`src/rtl/axis_hdr_pkg.sv`:
```
// axis_hdr_pkg: state encoding and keep-vector helpers shared by the header insert/extract blocks.
// Helpers work on a MAX_BYTES-wide vector and take the real byte width as an argument.
package axis_hdr_pkg;

    localparam int MAX_BYTES = 64;

    localparam logic [1:0] ST_HDR   = 2'd0;
    localparam logic [1:0] ST_BODY  = 2'd1;
    localparam logic [1:0] ST_FLUSH = 2'd2;

    function automatic logic [7:0] lead_ones(input logic [MAX_BYTES-1:0] keep, input int w);
        logic [7:0] cnt;
        logic run;
        cnt = 8'd0;
        run = 1'b1;
        for (int i = 0; i < MAX_BYTES; i++) begin
            if (i < w) begin
                if (run && keep[w-1-i]) cnt = cnt + 8'd1;
                else run = 1'b0;
            end
        end
        return cnt;
    endfunction

    function automatic logic [MAX_BYTES-1:0] ones_mask(input int n, input int w);
        logic [MAX_BYTES-1:0] m;
        m = '0;
        for (int i = 0; i < MAX_BYTES; i++) begin
            if (i < w && i >= w - n) m[i] = 1'b1;
        end
        return m;
    endfunction

endpackage

```
`src/rtl/axis_byte_merge.sv`:
```
// axis_byte_merge: joins the carried residual with the top n bytes of a new beat,
// and produces the beat's leftover bytes shifted up to become the next residual.
module axis_byte_merge #(
    parameter int DATA_WD = 32,
    parameter int CNT_WD  = 3
) (
    input  logic [DATA_WD-1:0] residual,
    input  logic [DATA_WD-1:0] beat,
    input  logic [CNT_WD-1:0]  n,
    output logic [DATA_WD-1:0] merged,
    output logic [DATA_WD-1:0] shifted
);

    assign shifted = beat << (8 * int'(n));
    assign merged  = residual | (beat >> (DATA_WD - 8 * int'(n)));

endmodule

```
`src/rtl/axi_stream_extract_header.sv`:
```
// axi_stream_extract_header: strips an N-byte header off the first beat of each frame
// onto a header channel and realigns the remaining payload into full MSB-first beats.
module axi_stream_extract_header
    import axis_hdr_pkg::*;
#(
    parameter int DATA_WD      = 32,
    parameter int DATA_BYTE_WD = DATA_WD / 8,
    parameter int BYTE_CNT_WD  = $clog2(DATA_BYTE_WD)
) (
    input  logic                    clk,
    input  logic                    rst_n,
    input  logic                    valid_in,
    input  logic [DATA_WD-1:0]      data_in,
    input  logic [DATA_BYTE_WD-1:0] keep_in,
    input  logic                    last_in,
    output logic                    ready_in,
    output logic                    valid_out,
    output logic [DATA_WD-1:0]      data_out,
    output logic [DATA_BYTE_WD-1:0] keep_out,
    output logic                    last_out,
    input  logic                    ready_out,
    output logic                    valid_header,
    output logic [DATA_WD-1:0]      data_header,
    output logic [DATA_BYTE_WD-1:0] keep_header,
    input  logic                    ready_header,
    input  logic [BYTE_CNT_WD-1:0]  byte_strip_cnt
);

    localparam int CW = BYTE_CNT_WD + 1;

    logic [1:0]         state;
    logic [CW-1:0]      n_r, rem_r, n_cur, k;
    logic [DATA_WD-1:0] res_r, din_m, merged, shifted;
    logic               out_free, accept, k_gt_n;

    // Header length comes straight from the port on the first beat, from the latch afterwards
    assign n_cur    = (state == ST_HDR) ? CW'(byte_strip_cnt) + CW'(1) : n_r;
    assign k        = CW'(lead_ones(MAX_BYTES'(keep_in), DATA_BYTE_WD));
    assign k_gt_n   = k > n_cur;
    assign out_free = !valid_out || ready_out;
    assign ready_in = rst_n && ((state == ST_BODY && out_free) ||
                                (state == ST_HDR && out_free && (!valid_header || ready_header)));
    assign accept   = valid_in && ready_in;

    // Zero disabled bytes up front so every derived beat is already clean
    for (genvar b = 0; b < DATA_BYTE_WD; b++) begin : g_mask
        assign din_m[8*b +: 8] = keep_in[b] ? data_in[8*b +: 8] : 8'h00;
    end

    axis_byte_merge #(
        .DATA_WD (DATA_WD),
        .CNT_WD  (CW)
    ) u_merge (
        .residual (res_r),
        .beat     (din_m),
        .n        (n_cur),
        .merged   (merged),
        .shifted  (shifted)
    );

    always_ff @(posedge clk or negedge rst_n) begin
        if (!rst_n) begin
            state        <= ST_HDR;
            n_r          <= '0;
            rem_r        <= '0;
            res_r        <= '0;
            valid_out    <= 1'b0;
            data_out     <= '0;
            keep_out     <= '0;
            last_out     <= 1'b0;
            valid_header <= 1'b0;
            data_header  <= '0;
            keep_header  <= '0;
        end else begin
            if (ready_header) valid_header <= 1'b0;
            if (out_free) valid_out <= 1'b0;
            if (accept) res_r <= shifted;
            if (accept && state == ST_HDR) begin
                n_r          <= n_cur;
                valid_header <= 1'b1;
                data_header  <= din_m & ~({DATA_WD{1'b1}} >> (8 * int'(n_cur)));
                keep_header  <= DATA_BYTE_WD'(ones_mask(int'(k_gt_n ? n_cur : k), DATA_BYTE_WD));
                state        <= last_in ? ST_HDR : ST_BODY;
                if (last_in && k_gt_n) begin
                    valid_out <= 1'b1;
                    data_out  <= shifted;
                    keep_out  <= DATA_BYTE_WD'(ones_mask(int'(k - n_cur), DATA_BYTE_WD));
                    last_out  <= 1'b1;
                end
            end
            if (accept && state == ST_BODY) begin
                valid_out <= 1'b1;
                data_out  <= merged;
                keep_out  <= (last_in && !k_gt_n) ?
                             DATA_BYTE_WD'(ones_mask(DATA_BYTE_WD - int'(n_cur) + int'(k), DATA_BYTE_WD)) : '1;
                last_out  <= last_in && !k_gt_n;
                rem_r     <= k - n_cur;
                state     <= !last_in ? ST_BODY : (k_gt_n ? ST_FLUSH : ST_HDR);
            end
            // Last input beat overflowed the output width: emit its tail on its own
            if (state == ST_FLUSH && out_free) begin
                valid_out <= 1'b1;
                data_out  <= res_r;
                keep_out  <= DATA_BYTE_WD'(ones_mask(int'(rem_r), DATA_BYTE_WD));
                last_out  <= 1'b1;
                state     <= ST_HDR;
            end
        end
    end

endmodule

```
`config.mk`:
```
export PLATFORM = sky130hd
export DESIGN_NAME = axi_stream_extract_header
export DESIGN_NICKNAME = d
export VERILOG_FILES = /design/src/rtl/axis_hdr_pkg.sv /design/src/rtl/axis_byte_merge.sv /design/src/rtl/axi_stream_extract_header.sv
export SDC_FILE = /design/constraint.sdc
export NUM_CORES = 1
export LEC_CHECK = 0
export CAP_MARGIN = 0
export CORE_ASPECT_RATIO = 0.8
export CORE_MARGIN = 3
export CORE_UTILIZATION = 53
export DETAILED_ROUTE_END_ITERATION = 12
export PLACE_DENSITY_LB_ADDON = 0.05
export SYNTH_ARGS = -nofsm -noshare
export SYNTH_HDL_FRONTEND = slang
export SYNTH_SLANG_ARGS = --single-unit
```
`constraint.sdc`:
```
create_clock -name clk -period 5.5 [get_ports clk]
set_input_delay 0.55 -clock clk [delete_from_list [all_inputs] [get_ports clk]]
set_output_delay 0.55 -clock clk [all_outputs]
set_load 0.01 [all_outputs]
```
-- Word-level counts from Yosys, hierarchy flattened
Cells that the tools add are included.
- add/sub/neg operators: 13
- multipliers: 0
- div/mod/pow operators: 0
- $lt $le $gt $ge: 17
- eq/ne operators: 2
- shifts and indexed selects: 3
- multiplexer cells: 55
- bitwise operators: 3
- reduce and logical (&&, ||, !) cells: 24
- operator list (operator ; count):
    $ge 3x32->1 const A ; 8
    $ge 1x32->1 const A ; 4
    $ge 2x32->1 const A ; 4
    $mux 32 ; 4
    $and 32x32->32 ; 1
    $mux 1 ; 32
    $mux 8 ; 4
    $not 32->32 ; 1
    $or 32x32->32 ; 1
    $shl 32x6->32 ; 1
    $shr 32x32->32 ; 1
    $shr 32x6->32 const A ; 1
    $mux 4 ; 5
    $logic_and 1x1->1 ; 13
    $mux 2 ; 6
    $mux 3 ; 4
    $sub 3x3->4 const A ; 3
    $sub 6x6->7 const A ; 1
    $add 2x1->3 const B ; 2
    $reduce_bool 3->1 ; 2
    $sub 4x5->6 const A ; 1
    $add 4x4->5 ; 1
    $sub 4x4->5 const A ; 1
    $sub 3x3->4 ; 1
    other kinds (11) ; 15
- flip-flop bits (word level): 115
- latch bits: 0
- bits in writable memories: 0
- memory bits (read-only): 0
- input bits: 44
- output and inout bits: 76
- logic and storage cells: 128
- memories kept: 0

-- Logic depth before layout (Yosys ltp)
- depth after elaboration: 15
- mapped depth: 20
- mapped depth without buffers: 17

-- By module
From an unflattened synthesis, not the netlist that was laid out.
- cell total of the unflattened synthesis: 819
- area total of the unflattened synthesis: 7445.9 µm²
- modules (own cells, without submodules) (module ; instances ; cells an instance ; area each (µm²) ; seq. area each (µm²)):
    axi_stream_extract_header ; 1 ; 593 ; 6007.0 ; 2877.8
    axis_byte_merge ; 1 ; 226 ; 1438.9 ; 0.0

-- Least setup slack after synthesis
No wires, ideal clock.
- kind: input-to-reg
- start: input port byte_strip_cnt[0]
- end: register keep_out[2]
- setup time: 0.088 ns
- arrival: 4.066 ns
- data required time: 5.412 ns
- setup slack: 1.346 ns
- stages on the path: 17
- path buffers: 1
- cells stage by stage: ha_1 > or3b_4 > nand2_4 > inv_2 > clkbuf_1 > ha_1 > ha_1 > inv_1 > ha_1 > fa_1 > fa_1 > nand2_1 > o21ai_0 > nand2_1 > a31oi_1 > a21oi_1 > a41oi_1
- cells in the longest elaborated chain, start to end: 10
- elaborated cells between the ends (all ways): 22
- classes of those cells: add/sub: 6; order compare: 3; mux: 8; reduce/logical: 5
- ends and longest elaborated chain (what ; RTL line ; source):
    start, declared ; axi_stream_extract_header.sv:26 ; input logic [BYTE_CNT_WD-1:0] byte_strip_cnt
    $add 2x1->3 (*) ; axi_stream_extract_header.sv:37 ; assign n_cur = (state == ST_HDR) ? CW'(byte_strip_cnt) + CW'(1) : n_r;
    $mux 3 (*) ; axi_stream_extract_header.sv:37 ;
    $sub 3x3->4, on equally long branches ; axi_stream_extract_header.sv:95, axi_stream_extract_header.sv:87 ;
    $add 4x4->5 or $sub 4x4->5 (tied branches) ; n/a ;
    $sub 4x5->6 or $ge 3x32->1 (tied branches) ; n/a ;
    $ge 3x32->1 or $mux 1 (tied branches) ; axis_hdr_pkg.sv:29 ; if (i < w && i >= w - n) m[i] = 1'b1;
    $mux 1 or $mux 4 (tied branches) ; axis_hdr_pkg.sv:29, axi_stream_extract_header.sv:84 ;
    $mux 4, on equally long branches ; axi_stream_extract_header.sv:94, axi_stream_extract_header.sv:78 ;
    $mux 4 ; axi_stream_extract_header.sv:91 ; if (accept && state == ST_BODY) begin
    $mux 4 ; axi_stream_extract_header.sv:101 ; if (state == ST_FLUSH && out_free) begin
    end signal, assigned ; axi_stream_extract_header.sv:87 ; keep_out <= DATA_BYTE_WD'(ones_mask(int'(k - n_cur), DATA_BYTE_WD));
    end signal, assigned ; axi_stream_extract_header.sv:94 ; keep_out <= (last_in && !k_gt_n) ?
    end signal, assigned ; axi_stream_extract_header.sv:104 ; keep_out <= DATA_BYTE_WD'(ones_mask(int'(rem_r), DATA_BYTE_WD));
    end, declared ; axi_stream_extract_header.sv:19 ; output logic [DATA_BYTE_WD-1:0] keep_out,
Every way passes the cells marked *; elsewhere a longest branch is shown, timed or not. The select of a mux whose other input is x is not followed.
A chain may end at the register's enable or synchronous reset.

-- Worst setup path in the final report
Ends and elaborated chain as after synthesis.

==> run_results.csv <==
group,metric,value,unit
layout,syn2layout_area_growth,27.1,%
worst_setup_path,crit_type,"in2reg",
drt,drc,0,
floorplan,start_util,55.1,%
clock_network,h-tree-depth,4,
synthesis,synth_edf_count,0,
power,p_sw,0.00257,W
floorplan,num_rows,36,
global_route,grt_max_degree,75,
global_route,grt_first_pass_wirelength,35.3,mm
clock_network,cts-resized-gates,0,
sta,rsz0062_at_grt,"false",
sta,skew,0.00571,ns
global_route,use_met3,8.93,%
worst_setup_path,rr_worst_depth,15,
drt,dr.pass1.iters,5,
worst_setup_path,slowest_delay,0.49,ns
sta,drv_slew,0,
layout,postLayoutCellArea,0.00868,mm2
worst_setup_path,cp.required,5.83,ns
placed_design,io_buffers,119,
layout,antenna_cells,0,
clock_network,postCtsSetupBuffers,0,
worst_setup_path,critPathBufInv,3,
global_route,track_usage,31.6,%
global_route,grt-ovfl-total,0,
floorplan,core_area,0.0124,mm2
floorplan,io_pins,120,
sta,fmax,218,MHz
power,pwr-share-comb,56.9,%
worst_setup_path,worstSetupStartpointType,"input port",
drt,via_per_inst,6.28,
layout,nNetsFinal,976,
floorplan,die_h,108,um
synthesis,syn_area_per_cell,8.44,um2
worst_setup_path,cpLargestDelayFamily,"adder cells",
worst_setup_path,crit_cells,17,
layout,drive_above_1_share,8.15,%
power,clkPwrFrac,18.3,%
worst_setup_path,r2r_start,"state[0]$_DFFE_PN0P_",
synthesis,syn_area,0.00683,mm2
run_status,status,"finished, final reports clean",
placed_design,hpwl,16.1,mm
global_route,grt.busiest_layer,"met2",
clock_network,path_clk_slew,0.05,ns
worst_setup_path,cp.arrival,4.92,ns
drt,wl_per_cell,20.0,um
clock_network,holdBufCountCts,0,
synthesis,yosysUniqueCellTypes,64,
sta,maxSlewHeadroom,24.3,%
power,internal_power,0.00325,W
clock_network,cts_tree,"yes",
worst_setup_path,crit_top_cell,"ha_1",
layout,final_cell_mix,"nand2_1 (149), clkdlybuf4s50_1 (118), dfrtp_1 (115), nor2_1 (86), o21ai_0 (83)",
global_route,grt_pass1_vias,6756,
clock_network,clockBufferDepth,2,
drt,first_iter_violations,757,
power,switching_share,44.2,%
placed_design,place_congestion,0.959,
layout,final_common_cell,"nand2_1",
power,power.total,0.00581,W
power,power_frac_seq,24.8,%
worst_setup_path,cp_slowest_cell,"fa_1",
placed_design,placedCellCount,1060,
clock_network,insertion_delay,0.43,ns
sta,fin_tns_setup,0,ns
run,drv_cap,0,
worst_setup_path,end_kind,"flop",
clock_network,cts_root_buf,"clkbuf_16",
sta,finalSetupViolations,0,
worst_setup_path,path_cells,"clkdlybuf4s50_1 > ha_1 > or3b_4 > nand2_4 > inv_2 > ha_1 > ha_1 > inv_1 > ha_1 > fa_1 > fa_1 > nand2_1 > o21ai_0 > nand2_1 > a31oi_1 > a21oi_1 > a41oi_1",
floorplan,die-width,133,um
power,ir_drop,0.385,mV
synthesis,synth_ff_type,"dfrtp_1",
drt,dr_total_vias,6855,
synthesis,synthCells,809,
power,pwr_density_cell,670,mW/mm2
synthesis,synth_fp_nets,877,
synthesis,synth_seq_area_share,42.1,%
sta,final.period_utilization,83.4,%
hold_path,hp-class,"in2async",
worst_setup_path,crit_fanout,25,
global_route,antenna_found_initial,0,
sta,finalHoldViolations,0,
global_route,use_met2,53.4,%
power,p_leak,3.67,nW
synthesis,ys_warn_count,0,
synthesis,synth_seq_cells,115,
floorplan,die_area,0.0143,mm2
layout,layout.cells.non_filler,1091,
sta,layout_min_cycle_time,4.59,ns
drt,ant_nets,0,
layout,fill_cells,933,
clock_network,clock-sinks,115,
placed_design,placed_area,0.00811,mm2
sta,worst_pin_slew,1.13,ns
drt,routed_wl,21.9,mm
global_route,gr-usage-met1,37.8,%
worst_setup_path,rrSetupSlack,1.21,ns
clock_network,cts_buffers,17,
worst_setup_path,r2r_end,"keep_out[2]$_DFFE_PN0P_",
synthesis,async_flop_share,100,%
flip-flops by register name, summed over array words and instances, names as in the netlist, 2 cells and up:
name / cells
n_r: 3
data_header: 32
rem_r: 3
data_out: 32
keep_out: 4
state: 2
keep_header: 4
res_r: 32
power by group through the flow:
stage	clock, W	sequential (W)	combinational [W]
after CTS	0.00107	0.00143	0.00327
after floorplan	0	0.00151	0.00200
after global placement	0	0.00142	0.00315
final	0.00107	0.00144	0.00331
after global routing	0.00112	0.00148	0.00363
after detailed placement	0	0.00144	0.00324
worst register-to-register path, delay by kind of cell, from the launching register on:
kind                       cells  cell delay (ns)
AOI/OAI and AO/OA              4             0.66
DFF                            1             0.51
muxes                          1             0.51
buffers and inverters          3             0.51
and+or+nand+nor                3             0.51
adders and majority gates      4             1.50
per-stage QoR:
stage / hold slack [ns] / worst slack [ns] / util [%]
2_1_floorplan: 0.254 / 1.35 / -
3_3_place_gp: 0.461 / 0.646 / 65.5
3_5_place_dp: 0.465 / 0.499 / 65.5
4_1_cts: 0.131 / 0.947 / 70.1
5_1_grt: 0.152 / 0.601 / 70.1
6_report: 0.115 / 0.913 / 70.1
cell type report:
type                    count  area, um2  area share (%)
clock buffers              21        460            5.30
clock inverters            10        109            1.25
inverters                  18       67.6           0.778
multi-input cells         625       3670            42.3
flip-flops and latches    115       2880            33.2
well taps                 171        214            2.46
repair buffers            131       1280            14.7
cell usage after synthesis, types with 4 or more instances:
library cell | number | area, um2
a211oi_1 | 8 | 60.1
o21ai_1 | 9 | 45.0
buf_2 | 13 | 65.1
o31ai_1 | 14 | 105
mux2_2 | 18 | 203
clkbuf_1 | 34 | 128
o311ai_1 | 4 | 35.0
ha_1 | 22 | 275
nand3_1 | 16 | 80.1
nor3_1 | 16 | 80.1
a311oi_1 | 6 | 52.6
o21bai_1 | 6 | 45.0
a31o_2 | 5 | 43.8
a22oi_1 | 7 | 52.6
inv_1 | 16 | 60.1
a32oi_1 | 6 | 52.6
o21a_1 | 10 | 75.1
mux2i_1 | 7 | 70.1
nand2b_1 | 9 | 56.3
nor2_1 | 86 | 323
nor2b_1 | 7 | 43.8
dfrtp_1 | 115 | 2880
o21ai_0 | 83 | 415
o22ai_1 | 11 | 68.8
xnor2_1 | 4 | 35.0
a21oi_1 | 37 | 185
a41oi_1 | 4 | 35.0
o211ai_1 | 13 | 97.6
a31oi_1 | 16 | 100
nand2_1 | 149 | 559
cell families (layout without fill, tap and decap cells):
kind of cell / after synthesis / count (layout) / share of synthesized area, %
compound gates: 266 / 266 / 25.1
xor+xnor: 6 / 6 / 0.769
fa+ha+maj: 24 / 24 / 4.62
buf+inv: 69 / 180 / 4.14
flops: 115 / 115 / 42.1
mux: 26 / 26 / 4.21
simple gates: 303 / 303 / 19.1
layer usage:
layer / up-vias / routed length [um]
met5: - / 0
met4: 0 / 824
met3: 84 / 1810
met2: 325 / 10800
met1: 3324 / 8430
li1: 3122 / -
worst max path at each step:
stage	slack (ns)	from	end
after floorplan	1.35	byte_strip_cnt[0]	keep_out[2]$_DFFE_PN0P_
after global routing	0.60	byte_strip_cnt[0]	keep_out[2]$_DFFE_PN0P_
after global placement	0.65	byte_strip_cnt[0]	keep_out[2]$_DFFE_PN0P_
after CTS	0.95	byte_strip_cnt[0]	keep_out[2]$_DFFE_PN0P_
after detailed placement	0.50	byte_strip_cnt[0]	keep_out[2]$_DFFE_PN0P_
final	0.91	byte_strip_cnt[0]	keep_out[2]$_DFFE_PN0P_
No activity file was read; power rests on OpenSTA's default activity.
